$ cat config.mk
export PLATFORM = sky130hd
export DESIGN_NAME = seven_seg_decoder_flat
export DESIGN_NICKNAME = d
export VERILOG_FILES = /design/src/rtl/seven_seg_if.sv /design/src/rtl/seven_seg_decoder.sv /design/src/flat_wrapper.sv
export SDC_FILE = /design/constraint.sdc
export NUM_CORES = 1
export LEC_CHECK = 0
export ABC_AREA = 1
export CORE_MARGIN = 2
export CORE_UTILIZATION = 40
export DETAILED_ROUTE_END_ITERATION = 6
export PLACE_DENSITY_LB_ADDON = 0.05
export RECOVER_POWER = 100
export SYNTH_ARGS = -nofsm -noshare
export SYNTH_HDL_FRONTEND = slang
export SYNTH_SLANG_ARGS = --single-unit
export TNS_END_PERCENT = 10
$ cat constraint.sdc
create_clock -name clk -period 1.34 [get_ports clk]
set_clock_uncertainty 0.05 [all_clocks]
set_input_delay 0.134 -clock clk [delete_from_list [all_inputs] [get_ports clk]]
set_output_delay 0.134 -clock clk [all_outputs]
set_load 0.005 [all_outputs]
$ cat src/rtl/seven_seg_if.sv
// Segment-decoder bus: raw segment input, ready/valid result handshake and
// status flags. err_cnt exists only when SEVEN_SEG_DECODER_ERRCNT_EN is defined.
interface seven_seg_if;
  logic [6:0] seg_in;
  logic       out_ready;
  logic       out_valid;
  logic [3:0] digit;
  logic       err;
  logic       overrun;
`ifdef SEVEN_SEG_DECODER_ERRCNT_EN
  logic [7:0] err_cnt;
`endif

  // Producer of segment patterns / consumer of decoded results.
  modport master (
    output seg_in,
    output out_ready,
    input  out_valid,
    input  digit,
    input  err,
`ifdef SEVEN_SEG_DECODER_ERRCNT_EN
    input  err_cnt,
`endif
    input  overrun
  );

  // The decoder itself.
  modport slave (
    input  seg_in,
    input  out_ready,
    output out_valid,
    output digit,
    output err,
`ifdef SEVEN_SEG_DECODER_ERRCNT_EN
    output err_cnt,
`endif
    output overrun
  );
endinterface

$ cat src/rtl/seven_seg_decoder.sv
// Seven-segment pattern decoder with input debouncing.
// A new pattern must be seen STABLE_CYCLES consecutive times before it is
// decoded and offered on a ready/valid handshake; the result is held until
// accepted. Optional macro SEVEN_SEG_DECODER_ERRCNT_EN adds a saturating
// count of accepted unrecognised patterns (err_cnt).
module seven_seg_decoder #(
  parameter int STABLE_CYCLES = 4
) (
  input logic         clk,
  input logic         rst,
  seven_seg_if.slave  bus
);

  localparam logic [6:0] PAT_ZERO = 7'b0111111;
  localparam logic [7:0] CNT_LAST = 8'(STABLE_CYCLES - 1);

  typedef enum logic [1:0] {
    IDLE   = 2'd0,
    SETTLE = 2'd1,
    EMIT   = 2'd2
  } state_t;

  state_t     state, state_nxt;
  logic [6:0] cand, cand_nxt;
  logic [6:0] last_pat;
  logic [7:0] cnt, cnt_nxt;
  logic       accept;
  logic [3:0] digit_hold;
  logic       err_hold;
  logic       overrun_flag;
  logic       handshake;
  logic [4:0] dec;

  // Returns {err, digit} for a segment pattern (bit0=a .. bit6=g).
  function automatic logic [4:0] decode(input logic [6:0] pat);
    logic [4:0] r;
    case (pat)
      7'b0111111: r = {1'b0, 4'h0};
      7'b0000110: r = {1'b0, 4'h1};
      7'b1011011: r = {1'b0, 4'h2};
      7'b1001111: r = {1'b0, 4'h3};
      7'b1100110: r = {1'b0, 4'h4};
      7'b1101101: r = {1'b0, 4'h5};
      7'b1111100: r = {1'b0, 4'h6};
      7'b0000111: r = {1'b0, 4'h7};
      7'b1111111: r = {1'b0, 4'h8};
      7'b1100111: r = {1'b0, 4'h9};
      7'b0000000: r = {1'b0, 4'hA};
      default:    r = {1'b1, 4'hF};
    endcase
    return r;
  endfunction

  assign handshake = (state == EMIT) && bus.out_ready;
  assign dec       = decode(bus.seg_in);

  // Next-state logic: track a candidate pattern until it has been stable long enough.
  always_comb begin
    state_nxt = state;
    cand_nxt  = cand;
    cnt_nxt   = cnt;
    accept    = 1'b0;
    case (state)
      IDLE: begin
        if (bus.seg_in != last_pat) begin
          cand_nxt = bus.seg_in;
          cnt_nxt  = 8'd1;
          if (STABLE_CYCLES == 1) begin
            accept    = 1'b1;
            state_nxt = EMIT;
          end else begin
            state_nxt = SETTLE;
          end
        end
      end
      SETTLE: begin
        if (bus.seg_in == last_pat) begin
          // Input fell back to the already reported pattern: nothing new.
          state_nxt = IDLE;
        end else if (bus.seg_in != cand) begin
          cand_nxt = bus.seg_in;
          cnt_nxt  = 8'd1;
        end else if (cnt == CNT_LAST) begin
          accept    = 1'b1;
          state_nxt = EMIT;
        end else begin
          cnt_nxt = cnt + 8'd1;
        end
      end
      EMIT: begin
        // Input is not tracked while a result is held; IDLE re-compares later.
        if (bus.out_ready) state_nxt = IDLE;
      end
      default: state_nxt = IDLE;
    endcase
  end

  // State, candidate tracking and held result registers.
  always_ff @(posedge clk) begin
    if (rst) begin
      state      <= IDLE;
      cand       <= PAT_ZERO;
      cnt        <= 8'd0;
      last_pat   <= PAT_ZERO;
      digit_hold <= 4'h0;
      err_hold   <= 1'b0;
    end else begin
      state <= state_nxt;
      cand  <= cand_nxt;
      cnt   <= cnt_nxt;
      if (accept) begin
        last_pat   <= bus.seg_in;
        digit_hold <= dec[3:0];
        err_hold   <= dec[4];
      end
    end
  end

  // Sticky flag: input moved while a result sat unaccepted.
  always_ff @(posedge clk) begin
    if (rst) begin
      overrun_flag <= 1'b0;
    end else if ((state == EMIT) && (bus.seg_in != last_pat) && !bus.out_ready) begin
      overrun_flag <= 1'b1;
    end
  end

`ifdef SEVEN_SEG_DECODER_ERRCNT_EN
  logic [7:0] err_total;

  // Count accepted error results, saturating at 255.
  always_ff @(posedge clk) begin
    if (rst) begin
      err_total <= 8'd0;
    end else if (handshake && err_hold && (err_total != 8'hFF)) begin
      err_total <= err_total + 8'd1;
    end
  end

  assign bus.err_cnt = err_total;
`else
  logic unused_handshake;
  assign unused_handshake = handshake;
`endif

  assign bus.out_valid = (state == EMIT);
  assign bus.digit     = digit_hold;
  assign bus.err       = err_hold;
  assign bus.overrun   = overrun_flag;

endmodule

$ cat src/flat_wrapper.sv
// flat-port wrapper written by rule: the top's interface ports become plain ports
module seven_seg_decoder_flat 
#(
  parameter int STABLE_CYCLES = 4
)
  (clk, rst, bus_seg_in, bus_out_ready, bus_out_valid, bus_digit, bus_err, bus_overrun);
  seven_seg_if bus_i ();
  input logic clk;
  input logic rst;
  input wire logic [$bits(bus_i.seg_in)-1:0] bus_seg_in;
  input wire logic [$bits(bus_i.out_ready)-1:0] bus_out_ready;
  output wire logic [$bits(bus_i.out_valid)-1:0] bus_out_valid;
  output wire logic [$bits(bus_i.digit)-1:0] bus_digit;
  output wire logic [$bits(bus_i.err)-1:0] bus_err;
  output wire logic [$bits(bus_i.overrun)-1:0] bus_overrun;
  assign bus_i.seg_in = bus_seg_in;
  assign bus_i.out_ready = bus_out_ready;
  assign bus_out_valid = bus_i.out_valid;
  assign bus_digit = bus_i.digit;
  assign bus_err = bus_i.err;
  assign bus_overrun = bus_i.overrun;
  seven_seg_decoder #(.STABLE_CYCLES(STABLE_CYCLES)) u_core (.clk(clk), .rst(rst), .bus(bus_i));
endmodule
==> run metrics <==
CP startpoint kind flop; initial core utilization a little over two fifths; hold crit path type primary input to flop; Crit Path Class flop to flop; WP buf/inv 1; Max Slew Vio Count 0; RR Endpoint u_core.last_pat[6]; CP max stage delay around 0.35 ns; port bufs 16; post-synth top area share between 20 and 30%; critical path required time 1.46 ns; die width about 75 um; first-pass GRT wire length 9411 um; logic gate share of total power between 10% and 20%; GPL Wtd Cong roughly 0.90; P per Cell Area approximately 660 nW/um^2; Post-synth top cells nand2_1, nor2_1, inv_1; Synth area leader dfxtp_1; Reg clk slew, reported paths about 0.060 ns; Critical Path End Type flop; Skew-Pair Late Insertion Delay between 0.2 and 0.3 ns; worst r2r src u_core.cnt[1]; setup ws final -0.1938 ns; FMAX about 650 MHz; vias after detailed routing 2,220; clock buffer depth 2; P_int ~1500 uW; Top delay family on crit path simple AND/OR/NAND/NOR gates; FFs w/ async S/R, synth 0%; synthesized area a little over 2000 um^2; CTS root buf clkbuf_8; sw frac ~27%; yosys warns 0; die area roughly 5600 um^2; height of the die about 75 um; CP max-delay cell dfxtp_2; Synthesized Nets 337; Total Wirelength 5678 um; largest net degree at the start of global routing 22; Critical Path AT around 1.7 ns; Final setup viols 30; sequential share of power about 46%; TritonCTS Sinks 30; R2R Setup Slk -0.19 ns; Std-Cell Core Area roughly 4800 um^2; Pleak approximately 0.0016 uW; outcome finished, violations left; peak supply drop approximately 0.00043 V; reg2reg path depth 8; std cell rows 25; Layout area overhead 52.30%; post-layout min period 1.534 ns; Core Util, Final ~64%; Switch Pwr about 550 uW; total CTS buffers 5; CP Max Fanout 6; grt total ovfl 0; post-DP HPWL between 3000 and 4000 um; DRC viols 0; hold_sp bus_seg_in[1]; cell count after synthesis about 330; Most used DFF post-synth dfxtp_1; vias in the first global route between 2,000 and 2,500; #FFs+latches synth 30; CTS tree yes; Ports 17; hold-fix buffers at CTS 0; Hold Crit Endpoint u_core.last_pat[1]; Rel. slew slack just over 80%; Avg Inst Size Synth 6.187 um^2; hold slack about 0.30 ns; layout cell share with drive strength beyond 1 between 30% and 40%; Worst Tran Pin Value about 0.26 ns; Yosys cell types 29; final hold vios 0; Vias/cell between 4 and 5; Hold Path Depth 4; Max-Cap Viols 0; failing checks setup timing; antenna violations before repair 0; TritonRoute pass-1 iters 4; n_diodes 0; nets@finish approximately 420; top-count cell post-synth nand2_1; Final Cycle Share 114.5%; WL per Instance between 10 and 15 um; drt initial violations a little over 90; antenna-violating nets left 0; Clock Power Share between 30% and 40%; Total GRT Usage 22.15%; Synth area leaders dfxtp_1, nand2_1, nor2_1; Max H-tree Level 2; register area share after synthesis between 20% and 30%; RSZ-0062 raised after global routing true; Post-synth EDFFs 0; CP Cell Sequence ha_4 > nor3b_4 > nand2_2 > buf_4 > nor2_4 > nand2_4 > o21ai_2 > nor2_2
timing repair:
item,CTS,global route
pin swaps,26,12
endpoints found under the hold margin,0,0
gates cloned,2,0
setup endpoints to repair,31,31
buffers inserted,5,1
resized for setup,58,21
placed cells by master (no fill, tap or decap), drive strengths merged, types with 7 or more instances in the layout:
master	instances
nand3	20
o21ai	8
dlygate4sd2	8
clkdlybuf4s50	7
buf	68
nor2	55
dfxtp	30
nand4	8
nand2	126
inv	44
a21oi	7
clkbuf	7
worst max-delay path by stage:
stage / startpoint / endpoint / slack (ns) / depth (start not counted)
global placement: bus_seg_in[6] / u_core.bus.digit[3] / -0.64 / 12
finish: u_core.cnt[1] / u_core.last_pat[6] / -0.19 / 8
CTS: u_core.cnt[1] / u_core.cnt[1] / -0.19 / 9
global route: u_core.cnt[1] / u_core.last_pat[6] / -0.30 / 8
floorplan: u_core.cand[4] / u_core.bus.digit[0] / -0.05 / 11
detailed placement: bus_seg_in[6] / u_core.bus.digit[0] / -0.66 / 12
power groups by stage:
| stage | combinational [uW] | clock (uW) | sequential, uW |
|---|---|---|---|
| after detailed placement | 297 | 0 | 944 |
| after CTS | 325 | 780 | 927 |
| after floorplan | 176 | 0 | 942 |
| after global routing | 372 | 816 | 929 |
| final | 340 | 764 | 927 |
| after global placement | 297 | 0 | 943 |
routing by layer:
layer	vias up	global-route usage, %	routed length [um]
li1	1172	-	-
met1	998	29.60	2730
met2	42	35.77	2601
met3	8	4.016	237
met4	0	7.937	109
met5	-	0	0
state kept, by name, indices dropped and copies added (netlist names):
name,cells
u_core.cnt,8
u_core.cand,7
u_core.last_pat,7
u_core.bus.digit,4
u_core.state,2
u_core.bus.err,1
u_core.bus.overrun,1
logic make-up (layout without fill, tap and decap cells):
kind of cell	after synthesis	count (layout)	synth area share [%]
XOR/XNOR	4	4	2.481
buffers and inverters	55	136	12.96
AND/OR/NAND/NOR	214	216	47.46
AO/OA/AOI/OAI	22	22	6.699
adder cells (fa/ha/maj)	1	1	0.6202
flip-flops	30	30	29.78
stage by stage:
stage / total power [uW] / setup TNS [ns] / instances / cell area, um^2 / setup slack (ns)
5_1_grt: 2116 / -7.147 / 476 / 3072 / -0.2975
2_1_floorplan: 1118 / -0.5418 / 326 / 2044 / -0.04549
4_1_cts: 2032 / -3.926 / 475 / 2997 / -0.1923
6_report: 2032 / -4.172 / 476 / 3072 / -0.1938
3_3_place_gp: 1240 / -17.76 / 461 / 2683 / -0.6423
3_5_place_dp: 1241 / -18.10 / 461 / 2683 / -0.6569
layout make-up:
type	instances	area [um^2]
sequential	30	619.3
multi-input combinational	243	1388
clock buffer	7	86.33
fill	455	1714
timing repair buffer	84	719.4
clock inverter	1	5.005
tap	67	83.83
inverter	44	170.2
worst register-to-register path, stage by stage, from the launching register on:
cell and delay (ns):
dfxtp_2 0.35, ha_4 0.15, nor3b_4 0.19, nand2_2 0.11, buf_4 0.15, nor2_4 0.14, nand2_4 0.11, o21ai_2 0.14
nor2_2 0.04
Note: power is estimated with default switching activity, not from simulation.
